### src/rtl/pipelined_rca.sv
// pipelined_rca: pipelined ripple-carry adder/subtractor with valid/ready handshakes
module pipelined_rca #(
   parameter int WIDTH  = 16,
   parameter int STAGES = 4
) (
   input  logic             clk,
   input  logic             rst_n,
   input  logic             in_valid,
   output logic             in_ready,
   input  logic [WIDTH-1:0] X,
   input  logic [WIDTH-1:0] Y,
   input  logic             Carry,
   input  logic             Sub,
   output logic             out_valid,
   input  logic             out_ready,
   output logic [WIDTH-1:0] Sum,
   output logic             Cout,
   output logic             Ovf
);
   localparam int CHUNK = WIDTH / STAGES;
   localparam int LAST  = STAGES - 1;
   localparam int YS    = (STAGES > 1) ? STAGES - 1 : 1;

   logic [STAGES-1:0]            valid_q, valid_d, carry_q, carry_d, rdy, sv, sc;
   logic [STAGES-1:0][WIDTH-1:0] acc_q, acc_d, sa, sb;
   logic [YS-1:0][WIDTH-1:0]     yeff_q, yeff_d;
   logic                         ovf_q, ovf_d, all_v;
   logic [WIDTH-1:0]             na;
   logic [CHUNK:0]               t;

   // Stage sources: raw operands (Y inverted for subtract) into stage 0, previous stage registers after
   always_comb begin
      sv[0] = in_valid;
      sa[0] = X;
      sb[0] = Sub ? ~Y : Y;
      sc[0] = Sub ? ~Carry : Carry;
      for (int k = 1; k < STAGES; k++) begin
         sv[k] = valid_q[k-1];
         sa[k] = acc_q[k-1];
         sb[k] = yeff_q[k-1];
         sc[k] = carry_q[k-1];
      end
   end

   // A stage is ready unless it and every stage after it are full with the output stalled
   always_comb begin
      all_v = 1'b1;
      for (int k = LAST; k >= 0; k--) begin
         all_v  = all_v & valid_q[k];
         rdy[k] = out_ready | ~all_v;
      end
   end

   // Each stage ripples its own chunk into the word; the upper chunk of acc still holds X, so the sign bits are available for Ovf at the last stage
   always_comb begin
      valid_d = valid_q;
      acc_d   = acc_q;
      yeff_d  = yeff_q;
      carry_d = carry_q;
      t       = '0;
      na      = '0;
      for (int k = 0; k < STAGES; k++) begin
         t  = {1'b0, sa[k][k*CHUNK +: CHUNK]} + {1'b0, sb[k][k*CHUNK +: CHUNK]} + {{CHUNK{1'b0}}, sc[k]};
         na = sa[k];
         na[k*CHUNK +: CHUNK] = t[CHUNK-1:0];
         if (rdy[k]) begin
            valid_d[k] = sv[k];
            acc_d[k]   = na;
            carry_d[k] = t[CHUNK];
         end
      end
      for (int k = 0; k < LAST; k++)
         if (rdy[k]) yeff_d[k] = sb[k];
      ovf_d = rdy[LAST] ? (sa[LAST][WIDTH-1] == sb[LAST][WIDTH-1]) && (acc_d[LAST][WIDTH-1] != sa[LAST][WIDTH-1]) : ovf_q;
   end

   // Pipeline registers; reset discards every in-flight word
   always_ff @(posedge clk or negedge rst_n) begin
      if (!rst_n) begin
         valid_q <= '0;
         acc_q   <= '0;
         yeff_q  <= '0;
         carry_q <= '0;
         ovf_q   <= 1'b0;
      end else begin
         valid_q <= valid_d;
         acc_q   <= acc_d;
         yeff_q  <= yeff_d;
         carry_q <= carry_d;
         ovf_q   <= ovf_d;
      end
   end

   assign in_ready  = rdy[0];
   assign out_valid = valid_q[LAST];
   assign Sum       = acc_q[LAST];
   assign Cout      = carry_q[LAST];
   assign Ovf       = ovf_q;
endmodule

### config.mk
export PLATFORM = sky130hd
export DESIGN_NAME = pipelined_rca
export DESIGN_NICKNAME = d
export VERILOG_FILES = /design/src/rtl/pipelined_rca.sv
export SDC_FILE = /design/constraint.sdc
export NUM_CORES = 1
export LEC_CHECK = 0
export ABC_CLOCK_PERIOD_IN_PS = 6200
export CORE_MARGIN = 2
export CORE_UTILIZATION = 60
export CTS_BUF_LIST = sky130_fd_sc_hd__clkbuf_4
export CTS_CLUSTER_DIAMETER = 150
export DETAILED_ROUTE_END_ITERATION = 8
export DONT_BUFFER_PORTS = 1
export MAX_ROUTING_LAYER = met4
export PLACE_DENSITY = 0.75
export SKIP_CTS_REPAIR_TIMING = 1
export SLEW_MARGIN = 30
export SYNTH_ARGS = -nofsm -noshare
export SYNTH_HDL_FRONTEND = slang
export SYNTH_SLANG_ARGS = --single-unit
### constraint.sdc
create_clock -name clk -period 6.2 [get_ports clk]
set_clock_uncertainty 0.1 [all_clocks]
set_input_delay 1.86 -clock clk [delete_from_list [all_inputs] [get_ports clk]]
set_output_delay 1.86 -clock clk [all_outputs]
set_load 0.1 [all_outputs]
; ---- Word level (Yosys, flattened, before mapping)
; Index checks and enable logic that the tools add are counted.
; W data, S select, Z words.
[word_totals]
reg_bits = 121
inputBits = 38
output_inout_bits = 20
elab_cells = 44
[op_classes]
n_addsub = 8
eq_ne = 2
n_reduce_logical = 1
n_mux = 3
bitwise_logic = 13
[op_table]
columns = operator, n
row1 = $mux W16, 2
row2 = $add A4 B4 Y5, 4
row3 = $add A5 B1 Y5, 4
row4 = $not A16 Y16, 1
row5 = $not A1 Y1, 5
row6 = $or A1 B1 Y1, 4
row7 = $and A1 B1 Y1, 3
row8 = $eq A1 B1 Y1, 1
row9 = $logic_and A1 B1 Y1, 1
row10 = $mux W1, 1
row11 = $ne A1 B1 Y1, 1

; ---- Longest topological paths before layout
[logic_depth]
word_depth = 5
depth_mapped = 8
ltp_nobuf = 6

; ---- Worst setup path after synthesis
; No wires, ideal clock.
[synth_timing]
kind = input port to output port
start = in out_ready
end = out in_ready
setup_slack_ns = 1.441
stages = 6
arrival_time_ns = 2.799
n_path_buf = 3
t_required_ns = 4.240
cell_sequence = and4b_1 > buf_4 > and2_1 > buf_4 > inv_4 > buf_8
[synth_between]
elab_chain_cells = 1
[synth_lines]
columns = item, line_no
row1 = from (decl), 15  ; input logic out_ready,
row2 = $or A1 B1 Y1, 50  ; rdy[k] = out_ready | ~all_v;
row3 = to (decl), 9  ; output logic in_ready,
; Every way passes these cells.

; ---- Worst setup path in the final report
; Same ends and word-level chain as after synthesis.

==> impl_results.md <==
- Startpoint Class: primary input
- Max Buffers Root-to-Sink: 2
- Design area: approximately 0.0045 mm²
- Commonest non-fill, non-tap cell in the layout: dfrtp_1
- Initial detailed-routing violation count: 153
- Min cycle time layout: around 4900 ps
- GRT Residual Overflow: 0
- Final wirelength: ~6900 µm
- Required @ worst endpoint: approximately 4200 ps
- Worst Path Buf+Inv: 1
- Syn_area_per_cell: 11.74 µm²
- CTS tree: done
- Flop pwr share: 65.5%
- WHS: 381.0 ps
- Distinct cell type count after synthesis: 37
- Non-Filler Instances: approximately 460
- Cell Rows: 31
- TritonRoute pass-1 iters: 7
- MaxCap Viol Count: 0
- Hold Path Origin: sb[30]
- Ant. Diodes: 0
- Placed inst area: around 0.0044 mm²
- Fin crit share: just under 80%
- Endpoint, Worst Hold: sb[46]
- Final GP Congestion: between 0.7 and 0.8
- Critical-path cell list: and4b_1 > and2_1 > inv_4
- Die X: between 90 and 100 µm
- CP max stage cell: and2_1
- CTS sink cnt: 97
- Final core area utilization: between 60% and 70%
- Area grow syn2layout: 1.623%
- Reg clk slew, reported paths: 130 ps
- Reg2Reg Setup Slack: approximately 3400 ps
- Reg2reg path depth: 4
- Hold-critical path depth: 2
- Arr. time, crit path: 2960 ps
- Routed WL per cell: 14.91 µm
- H-tree Lvls: 3
- Max Slew Vio Count: 0
- Worst vdd ir: ~0.00020 V
- Final setup viols: 0
- RSZ-0062 raised after global routing: no
- Worst-Skew Late Latency: roughly 430 ps
- Commonest non-fill, non-tap cells in the layout: dfrtp_1 (97), nand2_1 (59), mux2_2 (37)
- First-pass GRT wire length: 12400 µm
- Die Y: ~90 µm
- Initial Util: around 62%
- Seq cells post-synth: between 90 and 100
- Max Clk Rate: approximately 200 MHz
- # DRC: 0
- Status: finished, final reports clean
- Logic gate share of total power: between 10% and 20%
- Inst Count DP: about 450
- Clock power share: between 10% and 20%
- Max_slew headroom: roughly a third
- Worst path max stage delay: between 400 and 500 ps
- Via count: around 2500
- Port Buffers: 0
- Pint: between 1 and 1.5 mW
- Largest net degree at the start of global routing: between 90 and 100
- Crit. End Element: primary output
- CTS root buf: clkbuf_4
- Mapped Area: 0.004472 mm²
- I/O Pins: 58
- Worst-path fanout max: 16
- Syn Inst Count: roughly 380
- Lkg Pwr: 2.044 nW
- Net Sw Frac: a little under half
- Critical path's top delay family: simple AND/OR/NAND/NOR gates
- Worst-Margin Slew: around 1000 ps
- Die area: between 0.008 and 0.009 mm²
- CTS buffer count: 9
- Power density cells: around 460 mW/mm²
- All-layer global routing usage: approximately 20%
- P_sw: between 0.9 and 1 mW
- HP Class: flip-flop to flip-flop
- Placeable Area: slightly above 0.007 mm²
- Setup TNS: 0 ps
- R2r startpoint: valid_q[3]
- Syn_nets: approximately 440
- Vias in the first global route: between 2000 and 3000
- Routed Antenna Nets: 0
- Setup CP Type: primary input to primary output
- FF-to-FF End: acc_q[9]
- Initial antenna violation count: 0
- Nets: 418
- Final HPWL from detailed placement: 4946 µm
- Register area share after synthesis: ~54%
- Final Hold Fails: 0
- Vias per inst: between 5 and 6
- Share of cells above drive strength 1: 18.36%
- Yosys warning count: 0
how the worst max path moves through the flow:
| stage | startpoint | end | slack, ps | depth (start not counted) |
|---|---|---|---|---|
| 6_report | out_ready | in_ready | 1280 | 3 |
| 5_1_grt | out_ready | in_ready | 1170 | 3 |
| 4_1_cts | out_ready | in_ready | 1250 | 3 |
| 3_5_place_dp | out_ready | in_ready | 1270 | 3 |
| 3_3_place_gp | out_ready | in_ready | 1260 | 3 |
| 2_1_floorplan | out_ready | in_ready | 1440 | 6 |
power by group through the flow:
stage | sequential (mW) | clock (mW) | combinational [mW]
floorplan | 0.954 | 0 | 0.812
global placement | 1.38 | 0 | 0.374
detailed placement | 1.39 | 0 | 0.391
CTS | 1.37 | 0.342 | 0.394
global route | 1.40 | 0.370 | 0.450
finish | 1.37 | 0.331 | 0.391
logic make-up (layout without fill, tap and decap cells):
| kind of cell | count (synthesis) | after routing | synth area share [%] |
|---|---|---|---|
| AND/OR/NAND/NOR | 105 | 105 | 10.60 |
| flip-flops | 97 | 97 | 54.28 |
| buffers and inverters | 47 | 31 | 5.904 |
| AO/OA/AOI/OAI | 46 | 46 | 6.155 |
| multiplexers | 45 | 45 | 12.00 |
| XOR/XNOR | 21 | 21 | 4.113 |
| adder cells (fa/ha/maj) | 20 | 20 | 6.939 |
final cells by class:
cell class | instances | area, µm²
inverter | 12 | 47.55
fill | 587 | 2709
sequential | 97 | 2427
timing repair buffer | 3 | 22.52
clock buffer | 10 | 75.07
clock inverter | 6 | 67.56
tap | 99 | 123.9
multi-input combinational | 237 | 1780
routing by layer:
metal / vias to the layer above / global-route usage, % / wire (µm)
met1: 1235 / 28.42 / 3539
met2: 78 / 27.07 / 2902
met3: 5 / 6.260 / 398
met5: - / - / 0
met4: 0 / 4.615 / 80
li1: 1216 / - / -
stage by stage:
step	worst slack (ps)	total power, mW
detailed placement	1267	1.779
global placement	1258	1.754
CTS	1254	2.109
floorplan	1441	1.765
finish	1277	2.092
global route	1174	2.217
state kept, by name, indices dropped and copies added, names as in the netlist:
| register | flops |
|---|---|
| acc_q | 48 |
| Sum | 16 |
| valid_q | 4 |
| sb | 24 |
| carry_q | 4 |
| Ovf | 1 |
worst reg2reg max path, delay by kind of cell, from the launching register on:
| family | cells | cell delay, ps |
|---|---|---|
| buffers and inverters | 1 | 330 |
| and+or+nand+nor | 2 | 840 |
| DFF | 1 | 1020 |
| muxes | 1 | 380 |
synth_stat cells, drive strengths merged:
| cell | instances | area [µm²] |
|---|---|---|
| nand3b | 2 | 15.01 |
| nand3 | 16 | 80.08 |
| nand2b | 3 | 18.77 |
| nand4b | 1 | 8.760 |
| nor3b | 1 | 7.510 |
| a211oi | 6 | 45.04 |
| and2 | 1 | 6.260 |
| clkbuf | 10 | 37.54 |
| nor3 | 2 | 10.01 |
| dfrtp | 97 | 2427 |
| and4 | 2 | 17.52 |
| a221oi | 1 | 8.760 |
| nor2 | 12 | 45.04 |
| inv | 12 | 47.55 |
| nand2 | 59 | 221.5 |
| buf | 25 | 178.9 |
| a21boi | 2 | 15.01 |
| o41ai | 1 | 8.760 |
| o21ba | 1 | 10.01 |
| fa | 8 | 160.2 |
| mux2 | 45 | 536.8 |
| a21o | 3 | 22.52 |
| o21ai | 18 | 90.09 |
| xor2 | 7 | 61.31 |
| and3b | 1 | 8.760 |
| or2 | 1 | 6.260 |
| xnor2 | 14 | 122.6 |
| a21oi | 12 | 60.06 |
| and4b | 1 | 10.01 |
| o31ai | 2 | 15.01 |
| nor2b | 3 | 18.77 |
| ha | 12 | 150.1 |
Note: power is estimated with default switching activity, not from simulation.
